## config.mk

```make
export PLATFORM = sky130hd
export DESIGN_NAME = serial_pattern_tx
export DESIGN_NICKNAME = d
export VERILOG_FILES = /design/src/rtl/serial_tx_pkg.sv /design/src/rtl/bit_period_counter.sv /design/src/rtl/serial_pattern_tx.sv
export SDC_FILE = /design/constraint.sdc
export NUM_CORES = 1
export LEC_CHECK = 0
export BUFFER_PORTS_ARGS = -buffer_cell sky130_fd_sc_hd__buf_2
export CAP_MARGIN = 30
export CORE_AREA = 2 2 58 60
export CTS_BUF_LIST = sky130_fd_sc_hd__clkbuf_16
export DETAILED_ROUTE_END_ITERATION = 8
export DIE_AREA = 0 0 60 62
export PLACE_DENSITY = 0.58
export SLEW_MARGIN = 20
export SYNTH_ARGS = -nofsm -noshare
export SYNTH_HDL_FRONTEND = slang
export SYNTH_SLANG_ARGS = --single-unit
```

## constraint.sdc

```tcl
create_clock -name clk -period 4.85 [get_ports clk]
set_input_delay 0.97 -clock clk [delete_from_list [all_inputs] [get_ports clk]]
set_output_delay 0.97 -clock clk [all_outputs]
set_load 0.01 [all_outputs]
```

## src/rtl/serial_tx_pkg.sv

```systemverilog
// Shared types and helpers for the serial pattern transmitter.
// Sizes the length field and clamps requested lengths to the pattern register.
package serial_tx_pkg;

  typedef enum logic [1:0] {
    IDLE,
    SHIFT,
    DONE
  } tx_state_t;

  function automatic int len_w(input int width);
    return $clog2(width + 1);
  endfunction

  // A request longer than the register sends the whole register.
  function automatic int clamp_len(input int len, input int width);
    return (len > width) ? width : len;
  endfunction

endpackage

```

## src/rtl/bit_period_counter.sv

```systemverilog
// Bit-period timer: pulses tick on the last clock of each enabled bit period.
// Counts down from BIT_CYCLES-1 and reloads itself on terminal count.
module bit_period_counter #(
  parameter int BIT_CYCLES = 1
) (
  input  logic clk,
  input  logic reset,
  input  logic clear,
  input  logic en,
  output logic tick
);

  if (BIT_CYCLES == 1) begin : g_single
    logic unused_inputs;
    assign unused_inputs = ^{clk, reset, clear};
    assign tick          = en;
  end else begin : g_count
    localparam int CW = $clog2(BIT_CYCLES);
    localparam logic [CW-1:0] LOAD = CW'(BIT_CYCLES - 1);

    logic [CW-1:0] cnt_q, cnt_d;

    always_comb begin
      cnt_d = cnt_q;
      if (clear) begin
        cnt_d = LOAD;
      end else if (en) begin
        cnt_d = (cnt_q == '0) ? LOAD : cnt_q - CW'(1);
      end
    end

    always_ff @(posedge clk) begin
      if (reset) begin
        cnt_q <= LOAD;
      end else begin
        cnt_q <= cnt_d;
      end
    end

    assign tick = en && (cnt_q == '0);
  end

endmodule

```

## src/rtl/serial_pattern_tx.sv

```systemverilog
// Serial pattern transmitter: takes a parallel pattern over valid/ready and
// shifts its low len_in bits MSB-first onto p1, ending each frame with a done pulse.
module serial_pattern_tx
  import serial_tx_pkg::*;
#(
  parameter int   WIDTH      = 8,
  parameter int   BIT_CYCLES = 1,
  parameter logic IDLE_LEVEL = 1'b0
) (
  input  logic                       clk,
  input  logic                       reset,
  input  logic [WIDTH-1:0]           data_in,
  input  logic [len_w(WIDTH)-1:0]    len_in,
  input  logic                       valid,
  output logic                       ready,
  output logic                       p1,
  output logic                       busy,
  output logic                       done
);

  localparam int LEN_W = len_w(WIDTH);

  tx_state_t        state_q, state_d;
  logic [WIDTH-1:0] shreg_q, shreg_d;
  logic [LEN_W-1:0] bitcnt_q, bitcnt_d;
  logic [LEN_W-1:0] len_c;
  logic             p1_q, p1_d;
  logic             busy_q, busy_d;
  logic             done_q, done_d;
  logic             accept;
  logic             period_clear;
  logic             period_en;
  logic             tick;

  assign ready  = (state_q == IDLE) && !reset;
  assign accept = valid && ready;
  assign len_c  = LEN_W'(clamp_len(int'(len_in), WIDTH));

  bit_period_counter #(
    .BIT_CYCLES(BIT_CYCLES)
  ) u_period (
    .clk  (clk),
    .reset(reset),
    .clear(period_clear),
    .en   (period_en),
    .tick (tick)
  );

  always_comb begin
    state_d      = state_q;
    shreg_d      = shreg_q;
    bitcnt_d     = bitcnt_q;
    period_clear = 1'b0;
    period_en    = 1'b0;

    unique case (state_q)
      IDLE: begin
        if (accept) begin
          // Left-align so the first bit to send always sits at the MSB.
          shreg_d      = data_in << (WIDTH - int'(len_c));
          bitcnt_d     = len_c;
          period_clear = 1'b1;
          state_d      = (len_c == '0) ? DONE : SHIFT;
        end
      end
      SHIFT: begin
        period_en = 1'b1;
        if (tick) begin
          shreg_d  = shreg_q << 1;
          bitcnt_d = bitcnt_q - LEN_W'(1);
          if (bitcnt_q == LEN_W'(1)) begin
            state_d = DONE;
          end
        end
      end
      DONE: begin
        state_d = IDLE;
      end
      default: begin
        state_d = IDLE;
      end
    endcase

    // Outputs are registered from the next state so they line up with it.
    p1_d   = (state_d == SHIFT) ? shreg_d[WIDTH-1] : IDLE_LEVEL;
    busy_d = (state_d != IDLE);
    done_d = (state_d == DONE);
  end

  always_ff @(posedge clk) begin
    if (reset) begin
      state_q  <= IDLE;
      shreg_q  <= '0;
      bitcnt_q <= '0;
      p1_q     <= IDLE_LEVEL;
      busy_q   <= 1'b0;
      done_q   <= 1'b0;
    end else begin
      state_q  <= state_d;
      shreg_q  <= shreg_d;
      bitcnt_q <= bitcnt_d;
      p1_q     <= p1_d;
      busy_q   <= busy_d;
      done_q   <= done_d;
    end
  end

  assign p1   = p1_q;
  assign busy = busy_q;
  assign done = done_q;

endmodule

```

Yosys cells after proc, flatten, opt, wreduce, memory -nomap -nowiden
Cells that the tools add are included.
- register bits: 17
- latch bits: 0
- memory bits (writable): 0
- memory bits (read-only): 0
- input bits: 15
- output and inout port bits: 4
- word-level logic and storage cells: 40
- memories: 0
- add/subtract/negate cells: 2
- multiply operators: 0
- divide/modulo/power cells: 0
- $lt $le $gt $ge: 1
- equality and inequality tests: 6
- shifts and indexed selects: 1
- muxes and demuxes: 13
- bitwise gates (word level): 1
- reductions and logical operators: 9
- operator list (cell ; number):
    $shl 8x32->8 ; 1
    $mux 8 ; 2
    $pmux 8 s2 ; 1
    $mux 4 ; 3
    $mux 2 ; 4
    $pmux 4 s2 ; 1
    $sub 4x4->5 const A ; 1
    $eq 2x1->1 const B ; 2
    $eq 4x1->1 const B ; 1
    $gt 4x4->1 const B ; 1
    $logic_not 4->1 ; 1
    $ne 2x2->1 const B ; 2
    $pmux 2 s2 ; 1
    $reduce_bool 2->1 ; 2
    $sub 4x1->4 const B ; 1
    $reduce_and 3->1 ; 1
    $eq 2x2->1 const B ; 1
    $logic_and 1x1->1 ; 2
    $logic_not 2->1 ; 1
    $reduce_or 2->1 ; 1
    $logic_not 1->1 ; 1
    $mux 1 ; 1
    $not 1->1 ; 1

Logic depth before layout (Yosys ltp)
- depth in word-level cells: 9
- depth in mapped cells: 11
- gate-level depth less buffers: 7

By module
Synthesis repeated with hierarchy kept, for this count alone.
- cell total of the unflattened synthesis: 143
- area, all modules: 1181.1 um^2
- modules (own cells, without submodules) (module ; times used ; cells an instance ; area an instance (um^2) ; seq. area each (um^2)):
    serial_pattern_tx ; 1 ; 142 ; 1173.6 ; 340.3
    bit_period_counter ; 1 ; 1 ; 7.5 ; 0.0

Worst setup path after synthesis
OpenSTA, ideal clock, no wires.
- path kind: input to register
- start: in len_in[0]
- end: reg shreg_q[6]
- setup time: 132 ps
- data arrival time: 2669 ps
- data required time: 4718 ps
- slack: 2048 ps
- cell stages on the path: 10
- path buffers: 4
- cells stage by stage: buf_2 -> nand2b_1 -> clkbuf_1 -> ha_1 -> clkbuf_1 -> buf_2 -> xor2_1 -> nor3_1 -> a222oi_1 -> a21oi_1
- longest elaborated chain between the ends: 6
- RTL lines (item ; RTL line ; text):
    from (decl) ; serial_pattern_tx.sv:13 ; input logic [len_w(WIDTH)-1:0] len_in,
    $gt 4x4->1 ; serial_tx_pkg.sv:17 ; return (len > width) ? width : len;
    $mux 4 (*) ; serial_tx_pkg.sv:17 ;
    $sub 4x4->5 (*) ; serial_pattern_tx.sv:60 ; shreg_d = data_in << (WIDTH - int'(len_c));
    $shl 8x32->8 (*) ; serial_pattern_tx.sv:60 ;
    $mux 8 (*) ; serial_pattern_tx.sv:58 ; if (accept) begin
    $pmux 8 s2 (*) ; serial_pattern_tx.sv:56 ; unique case (state_q)
    to (signal assigned) ; serial_pattern_tx.sv:100 ; shreg_q <= shreg_d;
    to (decl) ; serial_pattern_tx.sv:24 ; logic [WIDTH-1:0] shreg_q, shreg_d;
Every way passes the cells marked *; elsewhere a longest branch is shown, timed or not. The select of a mux whose other input is x is not followed.
A chain may end at the register's enable or synchronous reset.

Final worst setup path
- start: in len_in[3]
- end: reg p1_q, in the netlist p1
- longest elaborated chain between the ends: 9
- elaborated cells between the ends (all ways): 13
- classes of those cells: add/sub (1); order compare (1); eq/ne (1); shift (1); mux (6); bitwise (1); reduce/logical (2)
- RTL lines (item ; RTL line ; text):
    $gt 4x4->1 ; serial_tx_pkg.sv:17 ;
    $mux 4 (*) ; serial_tx_pkg.sv:17 ;
    parallel branches: the longest is 7 deep, another holds $sub 4x4->5 ; -- ;
    to (signal assigned) ; serial_pattern_tx.sv:102 ; p1_q <= p1_d;
    to (decl) ; serial_pattern_tx.sv:27 ; logic p1_q, p1_d;
Mark *: on every way between the ends. The select of a mux whose other input is x is not followed.

==> impl_results.md <==
* #FFs+latches synth at 17
* Root Buffer: clkbuf_16
* Final hold viol count at 0
* Syn_area_per_cell at 7.73 µm²
* P per Cell Area at around 330 mW/mm²
* Hold Path Sink: shreg_q[1]
* Post-DP Area at around 0.0013 mm²
* Hold buffers post-CTS at 0
* Hold Crit Depth at 2
* Commonest non-fill, non-tap cell in the layout: buf_2
* Initial Utilization at 36.7%
* Vias in the first global route at 1088
* Post_cts resized at 0
* Most frequent cells in the layout: buf_2 (18), dfxtp_1 (17), nor2_1 (15), a21oi_1 (13)
* DR iter-0 viols at 50
* CP Max Fanout at 23
* Die Y at 62 µm
* WP data arrival at 3090 ps
* Async SR Flop Fraction at 0%
* Number of synthesized flops with an enable pin at 0
* Drt pass-1 iters at 4
* Tcrit/Tclk final at approximately 60%
* CP Data Required Time at 5030 ps
* Clock Tree Buf Depth at 2
* Total power at ~450 µW
* Register area share after synthesis at 29.2%
* Area leader, netlist: dfxtp_1
* Worst slew pin tran at roughly 780 ps
* Max-cap viol count at 0
* Port Buffers at 18
* Crit path largest cell delay at 560 ps
* GP Congestion at 0.854
* Combinational power share at a little over a quarter
* First-pass GRT wire length at 4860 µm
* Fin area at roughly 0.0013 mm²
* RSZ-0062 raised after global routing: no
* Total die area at 0.00372 mm²
* Synth Warn # at 0
* Post-DP HPWL at 2160 µm
* Outcome: completed
* Reg2reg setup slack at 2840 ps
* Total global routing overflow at 0
* Vias per cell at 5.53
* Total setup buffers inserted after CTS at 0
* Synth Area in Compound Gates at 25.8%
* Layout cells sized above 1 at 16.1%
* Final Core Density at a little over two fifths
* Die width at 60 µm
* Fin. max-slew vios at 0
* Final setup violation count at 0
* Clk Latency, worst-skew pair at 250 ps
* I/O Pins at 19
* Via Count at 1145
* Critical Path Start Type: input pin
* Flop pwr share at between 30% and 40%
* Mapped Cells at 151
* Hold_sp: shreg_q[0]
* Synth top area cells: dfxtp_1 (29%), mux2i_1 (6.9%), a21oi_1 (5.6%), a31oi_1 (5.4%), nor2_1 (4.8%)
* Fmax at 344 MHz
* Core Rows at 21
* Routed wire length at approximately 2800 µm
* Worst path cell trace: buf_2 > nand2b_1 > ha_1 > nand2_1 > mux4_2 > nor3_1 > a311oi_1 > nor2b_1
* CTS tree: yes
* Min-Delay Path Class: flip-flop to flip-flop
* Critical path class: input pin to flip-flop
* Clock group share of total power at between 30% and 40%
* Slowest stage cell on the critical path: ha_1
* Net count after synthesis at 169
* Peak VDD IR at 114 µV
* Final Critical Period at 2910 ps
* Area of the core at 0.00318 mm²
* Area grow syn2layout at 14.6%
* FF-to-FF path depth at 5
* Max H-tree Level at 1
* Switching fraction of total power at 29.9%
* Post-synth top area share at 29.2%
* Yosys cell types at 40
* WL/cell at 13.7 µm
* Reg-to-Reg End: shreg_q[5]
* Psw at approximately 130 µW
* Leakage dissipation at between 0.5 and 0.6 nW
* Initial antenna violation count at 0
* Diode count at 0
* NumNets Final at 180
* Main combinational cell family by area after synthesis: compound AO/OA/AOI/OAI gates
* Synth Cell Area at between 0.001 and 0.0015 mm²
* Buf/Inv on CP at 1
* GRT Total Usage at 17.5%
* CTS Buf Count at 3
* Adder-Cell Fraction of Synth Area at 3.22%
* Clock-pin slew on the worst setup and hold paths at 50 ps
* Fraction of synthesized cell area in xor and xnor cells at about 2.3%
* DR DRC count at 0
* Critical path capture point type: flip-flop
* Mux contribution to synthesized area at 8.79%
* Top FF cell, synth: dfxtp_1
* Skew final at 2.64 ps
* Final TNS setup at 0 ps
* Simple-gate share of the synthesized area at 25.0%
* Largest net degree at the start of global routing at 24
* Reg-to-reg startpoint: state_q[0]
* Internal power at 313 µW
* CTS Sinks at 17
* ANT nets after route at 0
* Delay-heaviest family, CP: simple AND/OR/NAND/NOR gates
* Slew HR at between 40% and 50%
==> sequential cells by signal, indices dropped and copies added (netlist names) <==
signal,cells
shreg_q,8
bitcnt_q,4
state_q,2
busy,1
done,1
p1,1
==> synth_stat cells (3+ instances only) <==
| master | instances |
|---|---|
| nand3_1 | 9 |
| clkbuf_1 | 7 |
| nor2b_1 | 3 |
| nand2_1 | 10 |
| nor3_1 | 4 |
| nor2_1 | 15 |
| a21oi_1 | 13 |
| a31oi_1 | 10 |
| o21ai_0 | 8 |
| ha_1 | 3 |
| nand2b_1 | 5 |
| inv_1 | 3 |
| buf_2 | 3 |
| dfxtp_1 | 17 |
| mux2i_1 | 8 |
| o22ai_1 | 3 |
==> area by class of cell <==
class / instances / area [µm²]
timing repair buffer: 18 / 90.1
inverter: 3 / 11.3
sequential: 17 / 340
clock inverter: 1 / 3.75
tap: 46 / 57.6
clock buffer: 3 / 75.1
fill: 325 / 1840
multi-input combinational: 119 / 759
==> layer usage <==
layer	global-route usage, %	wire length (µm)	vias to the layer above
met5	0	0	-
met4	9.21	52	0
met3	3.11	157	5
met2	28.3	1310	41
met1	22.3	1320	518
li1	-	-	581
==> metrics by stage <==
step	setup WS [ps]	hold WS (ps)	cells
finish	1940	474	207
detailed placement	1700	475	203
CTS	1940	477	207
global placement	1800	461	203
floorplan	2050	443	151
global route	1690	501	207
==> worst reg2reg max path, stage by stage (launching register included) <==
cell	delay, ps
dfxtp_1	490
nor2b_1	690
nor2_1	260
a22oi_1	260
a21o_1	150
a31oi_1	40
==> power groups by stage <==
stage	clock network [mW]	logic (mW)	registers [mW]
global placement	0	0.118	0.168
CTS	0.165	0.119	0.166
floorplan	0	0.0927	0.165
finish	0.161	0.119	0.166
detailed placement	0	0.119	0.169
global route	0.175	0.136	0.169
==> cells by family (layout without fill, tap and decap cells) <==
| kind of cell | count (synthesis) | in the layout |
|---|---|---|
| xor gates and xnor gates | 3 | 3 |
| and+or+nand+nor | 56 | 56 |
| buffers and inverters | 15 | 25 |
| DFF | 17 | 17 |
| muxes | 9 | 9 |
| adders and majority gates | 3 | 3 |
| AOI/OAI and AO/OA | 48 | 48 |
==> how the worst max path moves through the flow <==
stage,from,to,slack [ps],cells after the start
floorplan,len_in[0],shreg_q[6],2050,10
global placement,len_in[3],p1,1800,8
detailed placement,len_in[3],p1,1700,8
CTS,len_in[3],p1,1940,8
global route,len_in[3],p1,1690,7
finish,len_in[3],p1,1940,8
Note: power is estimated with default switching activity, not from simulation.
